`config.mk`:
```
export PLATFORM = sky130hd
export DESIGN_NAME = aes_request_arbiter
export DESIGN_NICKNAME = d
export VERILOG_FILES = /design/src/rtl/aes_request_arbiter.sv
export SDC_FILE = /design/constraint.sdc
export NUM_CORES = 1
export LEC_CHECK = 0
export ABC_AREA = 1
export BUFFER_PORTS_ARGS = -buffer_cell sky130_fd_sc_hd__buf_2
export CAP_MARGIN = 30
export CORE_AREA = 5 5 400 402
export CTS_BUF_LIST = sky130_fd_sc_hd__clkbuf_8 sky130_fd_sc_hd__clkbuf_16
export DETAILED_ROUTE_END_ITERATION = 10
export DIE_AREA = 0 0 405 407
export PLACE_DENSITY = 0.3
export SLEW_MARGIN = 20
export SYNTH_ARGS = -nofsm -noshare
export SYNTH_HDL_FRONTEND = slang
export SYNTH_SLANG_ARGS = --single-unit
```
`constraint.sdc`:
```
create_clock -name clk -period 3.2 [get_ports clk]
set_input_delay 0.32 -clock clk [delete_from_list [all_inputs] [get_ports clk]]
set_output_delay 0.32 -clock clk [all_outputs]
set_load 0.03 [all_outputs]
```
`src/rtl/aes_request_arbiter.sv`:
```
// Two-requester front end for a shared, iterative AES round datapath.
// Grants one requester at a time (round-robin on contention), captures its
// plaintext and key, sequences the initial key addition, the middle rounds
// and the final round through the external datapath, then holds the
// ciphertext until the owning requester accepts it.
//
// state  | meaning
// -------+------------------------------------------------------------
// IDLE   | waiting for a request; grant and capture happen here
// LOAD   | initial AddRoundKey with round key 0
// ROUND  | full round (SubBytes, ShiftRows, MixColumns, AddRoundKey)
// FINAL  | last round, MixColumns skipped
// RESP   | ciphertext presented to the owner until it is accepted
module aes_request_arbiter #(
    parameter int NUM_ROUNDS = 10
) (
    input  logic         clk,
    input  logic         n_rst,
    input  logic [1:0]   req_valid,
    output logic [1:0]   req_ready,
    input  logic [127:0] req_data_0,
    input  logic [127:0] req_data_1,
    input  logic [127:0] req_key_0,
    input  logic [127:0] req_key_1,
    output logic [127:0] dp_state,
    output logic [127:0] dp_key,
    output logic         dp_start,
    output logic [3:0]   dp_round,
    output logic         dp_sub_en,
    output logic         dp_shift_en,
    output logic         dp_mix_en,
    input  logic [127:0] dp_result,
    output logic [1:0]   rsp_valid,
    input  logic [1:0]   rsp_ready,
    output logic [127:0] rsp_data,
    output logic         busy,
    output logic         owner
);

    typedef enum logic [2:0] {
        S_IDLE  = 3'd0,
        S_LOAD  = 3'd1,
        S_ROUND = 3'd2,
        S_FINAL = 3'd3,
        S_RESP  = 3'd4
    } fsm_e;

    localparam logic [3:0] LAST_MID_ROUND = 4'(NUM_ROUNDS - 1);
    localparam logic [3:0] FINAL_ROUND    = 4'(NUM_ROUNDS);

    fsm_e         fsm_q, fsm_d;
    logic [127:0] state_q, state_d;
    logic [127:0] key_q, key_d;
    logic [3:0]   round_q, round_d;
    logic         owner_q, owner_d;
    logic         last_grant_q, last_grant_d;

    logic         grant_any;
    logic         grant_idx;

    assign grant_any = |req_valid;

    // Pick the requester to serve: a lone requester wins, contention alternates.
    always_comb begin
        grant_idx = 1'b0;
        case (req_valid)
            2'b01:   grant_idx = 1'b0;
            2'b10:   grant_idx = 1'b1;
            2'b11:   grant_idx = ~last_grant_q;
            default: grant_idx = 1'b0;
        endcase
    end

    // State, datapath registers and arbitration history.
    always_ff @(posedge clk or negedge n_rst) begin
        if (!n_rst) begin
            fsm_q        <= S_IDLE;
            state_q      <= '0;
            key_q        <= '0;
            round_q      <= '0;
            owner_q      <= 1'b0;
            last_grant_q <= 1'b1;
        end else begin
            fsm_q        <= fsm_d;
            state_q      <= state_d;
            key_q        <= key_d;
            round_q      <= round_d;
            owner_q      <= owner_d;
            last_grant_q <= last_grant_d;
        end
    end

    // Next-state logic: capture on grant, fold datapath result back each round.
    always_comb begin
        fsm_d        = fsm_q;
        state_d      = state_q;
        key_d        = key_q;
        round_d      = round_q;
        owner_d      = owner_q;
        last_grant_d = last_grant_q;
        case (fsm_q)
            S_IDLE: begin
                if (grant_any) begin
                    owner_d = grant_idx;
                    state_d = grant_idx ? req_data_1 : req_data_0;
                    key_d   = grant_idx ? req_key_1  : req_key_0;
                    round_d = 4'd0;
                    fsm_d   = S_LOAD;
                end
            end
            S_LOAD: begin
                state_d = dp_result;
                round_d = 4'd1;
                fsm_d   = S_ROUND;
            end
            S_ROUND: begin
                state_d = dp_result;
                round_d = round_q + 4'd1;
                if (round_q == LAST_MID_ROUND) begin
                    fsm_d = S_FINAL;
                end
            end
            S_FINAL: begin
                state_d = dp_result;
                round_d = 4'd0;
                fsm_d   = S_RESP;
            end
            S_RESP: begin
                // Only the owner's accept counts; the other ready bit is ignored.
                if (rsp_ready[owner_q]) begin
                    last_grant_d = owner_q;
                    fsm_d        = S_IDLE;
                end
            end
            default: fsm_d = S_IDLE;
        endcase
    end

    // Output decode; req_ready is masked during reset so every output is quiet.
    always_comb begin
        req_ready   = 2'b00;
        rsp_valid   = 2'b00;
        dp_start    = 1'b0;
        dp_round    = 4'd0;
        dp_sub_en   = 1'b0;
        dp_shift_en = 1'b0;
        dp_mix_en   = 1'b0;
        case (fsm_q)
            S_IDLE: begin
                if (n_rst && grant_any) begin
                    req_ready = grant_idx ? 2'b10 : 2'b01;
                end
            end
            S_LOAD: begin
                dp_start = 1'b1;
            end
            S_ROUND: begin
                dp_round    = round_q;
                dp_sub_en   = 1'b1;
                dp_shift_en = 1'b1;
                dp_mix_en   = 1'b1;
            end
            S_FINAL: begin
                dp_round    = FINAL_ROUND;
                dp_sub_en   = 1'b1;
                dp_shift_en = 1'b1;
            end
            S_RESP: begin
                rsp_valid = owner_q ? 2'b10 : 2'b01;
            end
            default: ;
        endcase
    end

    assign dp_state = state_q;
    assign dp_key   = key_q;
    assign rsp_data = state_q;
    assign busy     = (fsm_q != S_IDLE);
    assign owner    = owner_q;

endmodule

```
==> results.md, run 1 <==
- Slew @ Worst Pin: 0.961 ns
- Worst r2r src: fsm_q[0]
- R2R Setup Slk: 0.62 ns
- Slowest cell on crit path: dlygate4sd3_1
- CP top delay family: buffers and inverters
- Total chip power: 30.5 mW
- Crit path max fanout: 41
- RR Endpoint: dp_state[76]
- CTS Buffer Depth: 3
- Worst skew pair latency: 0.61 ns
- Startpoint class of the critical path: flop
- Post-synthesis cell type count: 20
- Final Cycle Share: 0.805
- Post-synthesis sequential area ratio: 0.417
- Worst endpoint required time: 3.73 ns
- Die area: 0.165 mm²
- DR vias: 20300
- Drt pass-1 iters: 5
- Mapped Cells: 2289
- Gr usage total: 0.144
- Final min period: 2.58 ns
- Initial DRC count: 1246
- Worst Hold Class: input port to flop
- Vias in the first global route: 20800
- Global-route wire length before repair: 168 mm
- Syn Std Cell Area: 0.0159 mm²
- RSZ-0062 raised after global routing: false
- Worst stage delay on the critical path: 0.55 ns
- Die width: 405 µm
- CTS sink count: 265
- Root Buffer: clkbuf_16
- DP Wirelength: 98.3 mm
- Area grow syn2layout: 76.1%
- Clock-pin slew on the worst setup and hold paths: 0.06 ns
- Postcts setup bufs: 0
- Final hold violations: 0
- Initial antenna violation count: 70
- Synth Register Bits: 265
- Leakage Power: 15.0 nW
- Max-slew violations: 0
- Setup TNS Final: 0 ns
- Worst path cell trace: nor2_4 > nand2_2 > nor2_4 > buf_12 > buf_4 > nand3_1 > nand3_1 > dlygate4sd3_1
- Effective utilization at floorplan: 0.102
- Crit. path cell count: 8
- Bufs and invs on worst path: 3
- Syn Area/Cell: 6.94 µm²
- PwrDens: 1090 mW/mm²
- WL final: 126 mm
- Max-Cap Viols: 0
- Setup CP Type: flop to flop
- DRC violations left: 0
- Critical Path End Type: flop
- Warnings, synthesis: 0
- CTS tree: done
- Slew HR: 0.359
- Share of layout cells above drive strength 1: 0.327
- Site row count: 145
- Outcome: finished clean
- Hold wc startpoint: dp_result[1]
- Wire per inst: 22.3 µm
- Antenna viol nets, final: 0
- Largest net degree at the start of global routing: 130
- Setup violators final: 0
- I/O Buffers: 1043
- Net count of the mapped netlist: 2937
- Reg2reg path depth: 8
- Worst-case hold path end point: dp_state[1]
- CTS Buf Count: 42
- Global placement routability congestion: 0.836
- Final net count: 4179
- Worst vdd ir: 0.00101 V
- Maximum clock rate: 0.388 GHz
- Mean number of vias per cell: 3.61
- CTS H-tree lvls: 2
- Worst Skew: 0.0154 ns
- Hold path depth: 3
- Ports: 1044
- GRT overflow: 0
- Crit path arrival time: 3.11 ns
- Core area: 0.156 mm²
- Die H: 407 µm
flip-flops by register name, indices dropped and copies added, names as in the netlist:
| signal | cells |
|---|---|
| dp_state | 128 |
| round_q | 4 |
| dp_key | 128 |
| owner | 1 |
| last_grant_q | 1 |
| fsm_q | 3 |
power breakdown:
group	switching, mW	internal [mW]
clock	2.02	2.77
sequential	1.54	5.08
combinational	13.2	5.92
total	16.7	13.8
how the worst max path moves through the flow:
stage	slack (ns)	end	startpoint
2_1_floorplan	0.84	dp_round[1]	fsm_q[0]
6_report	0.62	dp_state[76]	fsm_q[0]
4_1_cts	0.50	dp_round[1]	fsm_q[0]
5_1_grt	0.45	dp_round[1]	fsm_q[0]
3_5_place_dp	1.09	dp_state[76]	req_valid[1]
3_3_place_gp	1.11	dp_state[76]	req_valid[1]
layout make-up:
type / instances / area [µm²]
timing repair buffer: 1481 / 9770
inverter: 147 / 559
antenna: 11 / 27.5
clock buffer: 50 / 1170
clock inverter: 27 / 200
multi-input combinational: 1594 / 7040
fill: 18100 / 128000
tap: 2058 / 2570
sequential: 265 / 6630
placed cells by master, fill, tap and decap left out, types with 2 or more instances in the layout:
cell type	instances
nand2_1	1046
nor2_4	2
clkinvlp_4	2
buf_2	1041
clkinv_2	10
nand3_1	392
nand2_4	3
dfrtp_1	264
nand3b_1	128
inv_1	154
buf_4	23
nor2_1	9
inv_6	2
buf_12	21
diode_2	11
dlygate4sd3_1	394
o21ai_0	7
bufinv_16	2
clkbuf_16	43
clkbuf_8	7
ha_1	2
worst min-delay path: stages:
cell and delay [ns]:
buf_2 0.08, nand2_1 0.10, nand3_1 0.10
cell usage after synthesis, drive strengths merged:
cell,n,area [µm²]
nand2,1050,3940
nand3,393,1970
dfrtp,264,6610
buf,247,1560
inv,147,552
nand3b,128,961
clkbuf,36,135
nor2,11,56.3
o21ai,7,35.0
ha,2,25.0
dfstp,1,26.3
nand4,1,6.26
nor3,1,5.00
xor2,1,8.76
stage by stage:
step | util | hold WS [ns] | instances | setup WS, ns | area, µm²
6_report | 0.180 | 0.0312 | 5633 | 0.624 | 28000
5_1_grt | 0.180 | 0.0383 | 5626 | 0.446 | 28000
4_1_cts | 0.180 | 0.000966 | 5622 | 0.497 | 28000
3_5_place_dp | 0.145 | 0.228 | 5151 | 1.09 | 22600
3_3_place_gp | 0.145 | 0.230 | 5151 | 1.11 | 22600
2_1_floorplan | - | 0.0244 | 2289 | 0.835 | 15900
kinds of logic (layout without fill, tap and decap cells):
kind of cell,after synthesis,count (layout),synth area share
compound gates,7,7,0.00220
xor+xnor,1,1,0.000551
fa+ha+maj,2,2,0.00157
buf+inv,430,1705,0.141
flops,265,265,0.417
other cells,0,11,0
simple gates,1584,1584,0.437
routing by layer:
layer / track usage / routed length (µm) / up-vias
met5: 0 / 120 / -
met4: 0.0386 / 3460 / 18
met3: 0.0371 / 8870 / 188
met2: 0.252 / 61400 / 850
met1: 0.175 / 51700 / 9729
li1: - / - / 9544
what timing repair did:
| action | CTS | global route |
|---|---|---|
| gates resized for setup | 0 | 0 |
| hold endpoints to repair | 262 | 0 |
| hold buffers | 394 | 0 |
| endpoints found under the setup margin | 0 | 0 |
Power figures use the tool's default switching activity.
==> run 2: changes to the inputs <==
CORE_AREA = 5 5 405 407   (was 5 5 400 402)
DIE_AREA = 0 0 410 412   (was 0 0 405 407)
clock period = 2.3 ns   (was 3.2 ns; I/O delays follow)
==> run 2 against run 1 <==
Against the previous run: utilization is 1.1 points higher; clock power is 37% higher; critical path type unchanged; non-clock buffer count is 223 higher; largest cell class unchanged; final cell count is 4.4% higher; first-iteration DRC count is 9.0% higher; combinational power is 38% higher; highest routed layer unchanged; wire length is 5.9% higher.
==> results.md, run 2 (synthesis results as in run 1) <==
- Outcome: finished clean (unchanged)
- Root Buffer: clkbuf_16 (unchanged)
- CTS tree: done (unchanged)
- Setup CP Type: flop to flop (unchanged)
- Gr usage total: 0.146 (was 0.144)
- Most common cell on crit path: nand2_1
- Seq pwr share: 0.222 (was 0.217)
- Worst skew pair latency: 0.60 ns (was 0.61 ns)
- Die area: 0.169 mm² (was 0.165 mm²)
- Initial DRC count: 1358 (was 1246)
- Worst stage delay on the critical path: 0.55 ns (about the same)
- Antenna viol nets, final: 0 (unchanged)
- Final WS setup: 0.114 ns (was 0.624 ns)
- Core Util, Final: 0.191 (was 0.180)
- Worst endpoint required time: 2.82 ns (was 3.73 ns)
- WL final: 133 mm (was 126 mm)
- Final hold violations: 0 (unchanged)
- Max-Cap Viols: 0 (unchanged)
- Placed inst area: 0.0229 mm² (was 0.0226 mm²)
- Post-place setup slack: 0.414 ns (was 1.09 ns)
- Crit path max fanout: 45 (was 41)
- Final instance area: 0.0305 mm² (was 0.0280 mm²)
- CTS Buffer Depth: 3 (unchanged)
- Final Cycle Share: 0.950 (was 0.805)
- I/O Buffers: 1043 (unchanged)
- Largest net degree at the start of global routing: 110 (was 130)
- Worst vdd ir: 0.000661 V (was 0.00101 V)
- Worst path cell trace: nand2_4 > nand2_8 > buf_12 > clkbuf_16 > nand2_1 > nand2_1 > dlygate4sd3_1 > nand2_1 > nand2_1 (was nor2_4 > nand2_2 > nor2_4 > buf_12 > buf_4 > nand3_1 > nand3_1 > dlygate4sd3_1)
- Placed cells: 5202 (was 5151)
- Core area: 0.160 mm² (was 0.156 mm²)
- Setup TNS Final: 0 ns (unchanged)
- Total chip power: 42.3 mW (was 30.5 mW)
- Vias in the first global route: 22000 (was 20800)
- Crit path arrival time: 2.70 ns (was 3.11 ns)
- Combinational Power Share: 0.623 (was 0.626)
- Clock Power Share: 0.155 (was 0.157)
- Drt pass-1 iters: 5 (unchanged)
- Sw power: 23.4 mW (was 16.7 mW)
- DRC violations left: 0 (unchanged)
- CTS sink count: 265 (unchanged)
- Mean number of vias per cell: 3.64 (was 3.61)
- Global-route wire length before repair: 175 mm (was 168 mm)
- Worst Skew: 0.0226 ns (was 0.0154 ns)
- GRT overflow: 0 (unchanged)
- WHS: 0.0509 ns (was 0.0312 ns)
- Area grow syn2layout: 91.7% (was 76.1%)
- PwrDens: 1390 mW/mm² (was 1090 mW/mm²)
- Initial antenna violation count: 58 (was 70)
- Most frequent cells in the layout: nand2_1, buf_2, dlygate4sd3_1 (unchanged)
- DR vias: 21400 (was 20300)
- Critical Path End Type: flop (unchanged)
- CTS Buf Count: 41 (was 42)
- Effective utilization at floorplan: 0.0994 (was 0.102)
- Slew @ Worst Pin: 0.788 ns (was 0.961 ns)
- Final min period: 2.19 ns (was 2.58 ns)
- Most common cell after layout, fill and taps aside: nand2_1 (unchanged)
- Final net count: 4401 (was 4179)
- Die width: 410 µm (was 405 µm)
- Ports: 1044 (unchanged)
- Worst Hold Class: input port to flop (unchanged)
- Site row count: 147 (was 145)
- Sw Share: 0.553 (was 0.548)
- Global placement routability congestion: 0.879 (was 0.836)
- Maximum clock rate: 0.457 GHz (was 0.388 GHz)
- DP Wirelength: 103 mm (was 98.3 mm)
- Wire per inst: 22.6 µm (was 22.3 µm)
- Startpoint class of the critical path: flop (unchanged)
- Share of layout cells above drive strength 1: 0.321 (was 0.327)
- Final cell count without fillers: 5883 (was 5633)
- Pint: 18.9 mW (was 13.8 mW)
- Clock-pin slew on the worst setup and hold paths: 0.05 ns (was 0.06 ns)
- Leakage Power: 16.0 nW (was 15.0 nW)
- Max-slew violations: 0 (unchanged)
- Die H: 412 µm (was 407 µm)
- Setup violators final: 0 (unchanged)
- Slowest cell on crit path: dfstp_2 (was dlygate4sd3_1)
- Slew HR: 0.474 (was 0.359)
- CTS H-tree lvls: 2 (unchanged)
run 2: cell types whose count changed in the layout (fill, tap and decap cells not counted), moves of 3 or more:
cell	change
buf_16	+7
buf_4	+28
clkbuf_16	+7
clkbuf_8	+6
clkinv_2	-5
diode_2	+3
dlygate4sd3_1	+179
inv_1	-5
run 2: worst paths after layout:
kind / depth (start not counted) / slack, ns / startpoint / to
setup / recovery: 9 / 0.11 / last_grant_q / dp_key[69]
hold / removal: 5 / 0.05 / req_data_0[66] / dp_state[66]
setup reg to reg: 9 / 0.11 / last_grant_q / dp_key[69]
hold reg to reg: 2 / 0.47 / dp_key[100] / dp_key[100]
max in group asynchronous: 3 / 1.13 / n_rst / dp_state[22]
min in group asynchronous: 2 / 0.10 / n_rst / dp_key[126]
run 2: critical path: cells and delay by family, from the launching register on:
kind | cells | cell delay [ns]
buffers and inverters | 3 | 0.98
AND/OR/NAND/NOR | 6 | 0.58
flip-flops | 1 | 0.55
run 2: timing repair:
item / CTS / global route
pin swaps: 1 / 3
hold buffers: 573 / 0
gates resized for setup: 3 / 20
buffers inserted: 1 / 13
endpoints found under the hold margin: 398 / 0
cloned: 0 / 7
setup endpoints to repair: 2 / 95
run 2: power groups by stage:
stage               Combinational [mW]  Clock, mW  Sequential (mW)
floorplan                         11.6          0             12.9
global placement                  24.8          0             9.46
detailed placement                24.7          0             9.48
CTS                               26.2       6.91             9.43
global route                      28.3       7.04             9.65
finish                            26.3       6.57             9.38
run 2: layer usage:
| layer | up-vias | GRT usage | routed length [µm] |
|---|---|---|---|
| li1 | 10000 | - | - |
| met1 | 10400 | 0.176 | 54700 |
| met5 | - | 0 | 83 |
| met2 | 833 | 0.259 | 66100 |
| met4 | 14 | 0.0361 | 3350 |
| met3 | 181 | 0.0354 | 8790 |
run 2: area by class of cell:
type / instances / area, µm²
Multi-Input combinational cell: 1594 / 7060
Sequential cell: 265 / 6640
Clock buffer: 56 / 1250
Tap cell: 2086 / 2610
Antenna cell: 14 / 35.0
Timing Repair Buffer: 1704 / 12200
Clock inverter: 17 / 123
Fill cell: 18300 / 129000
Inverter: 147 / 564
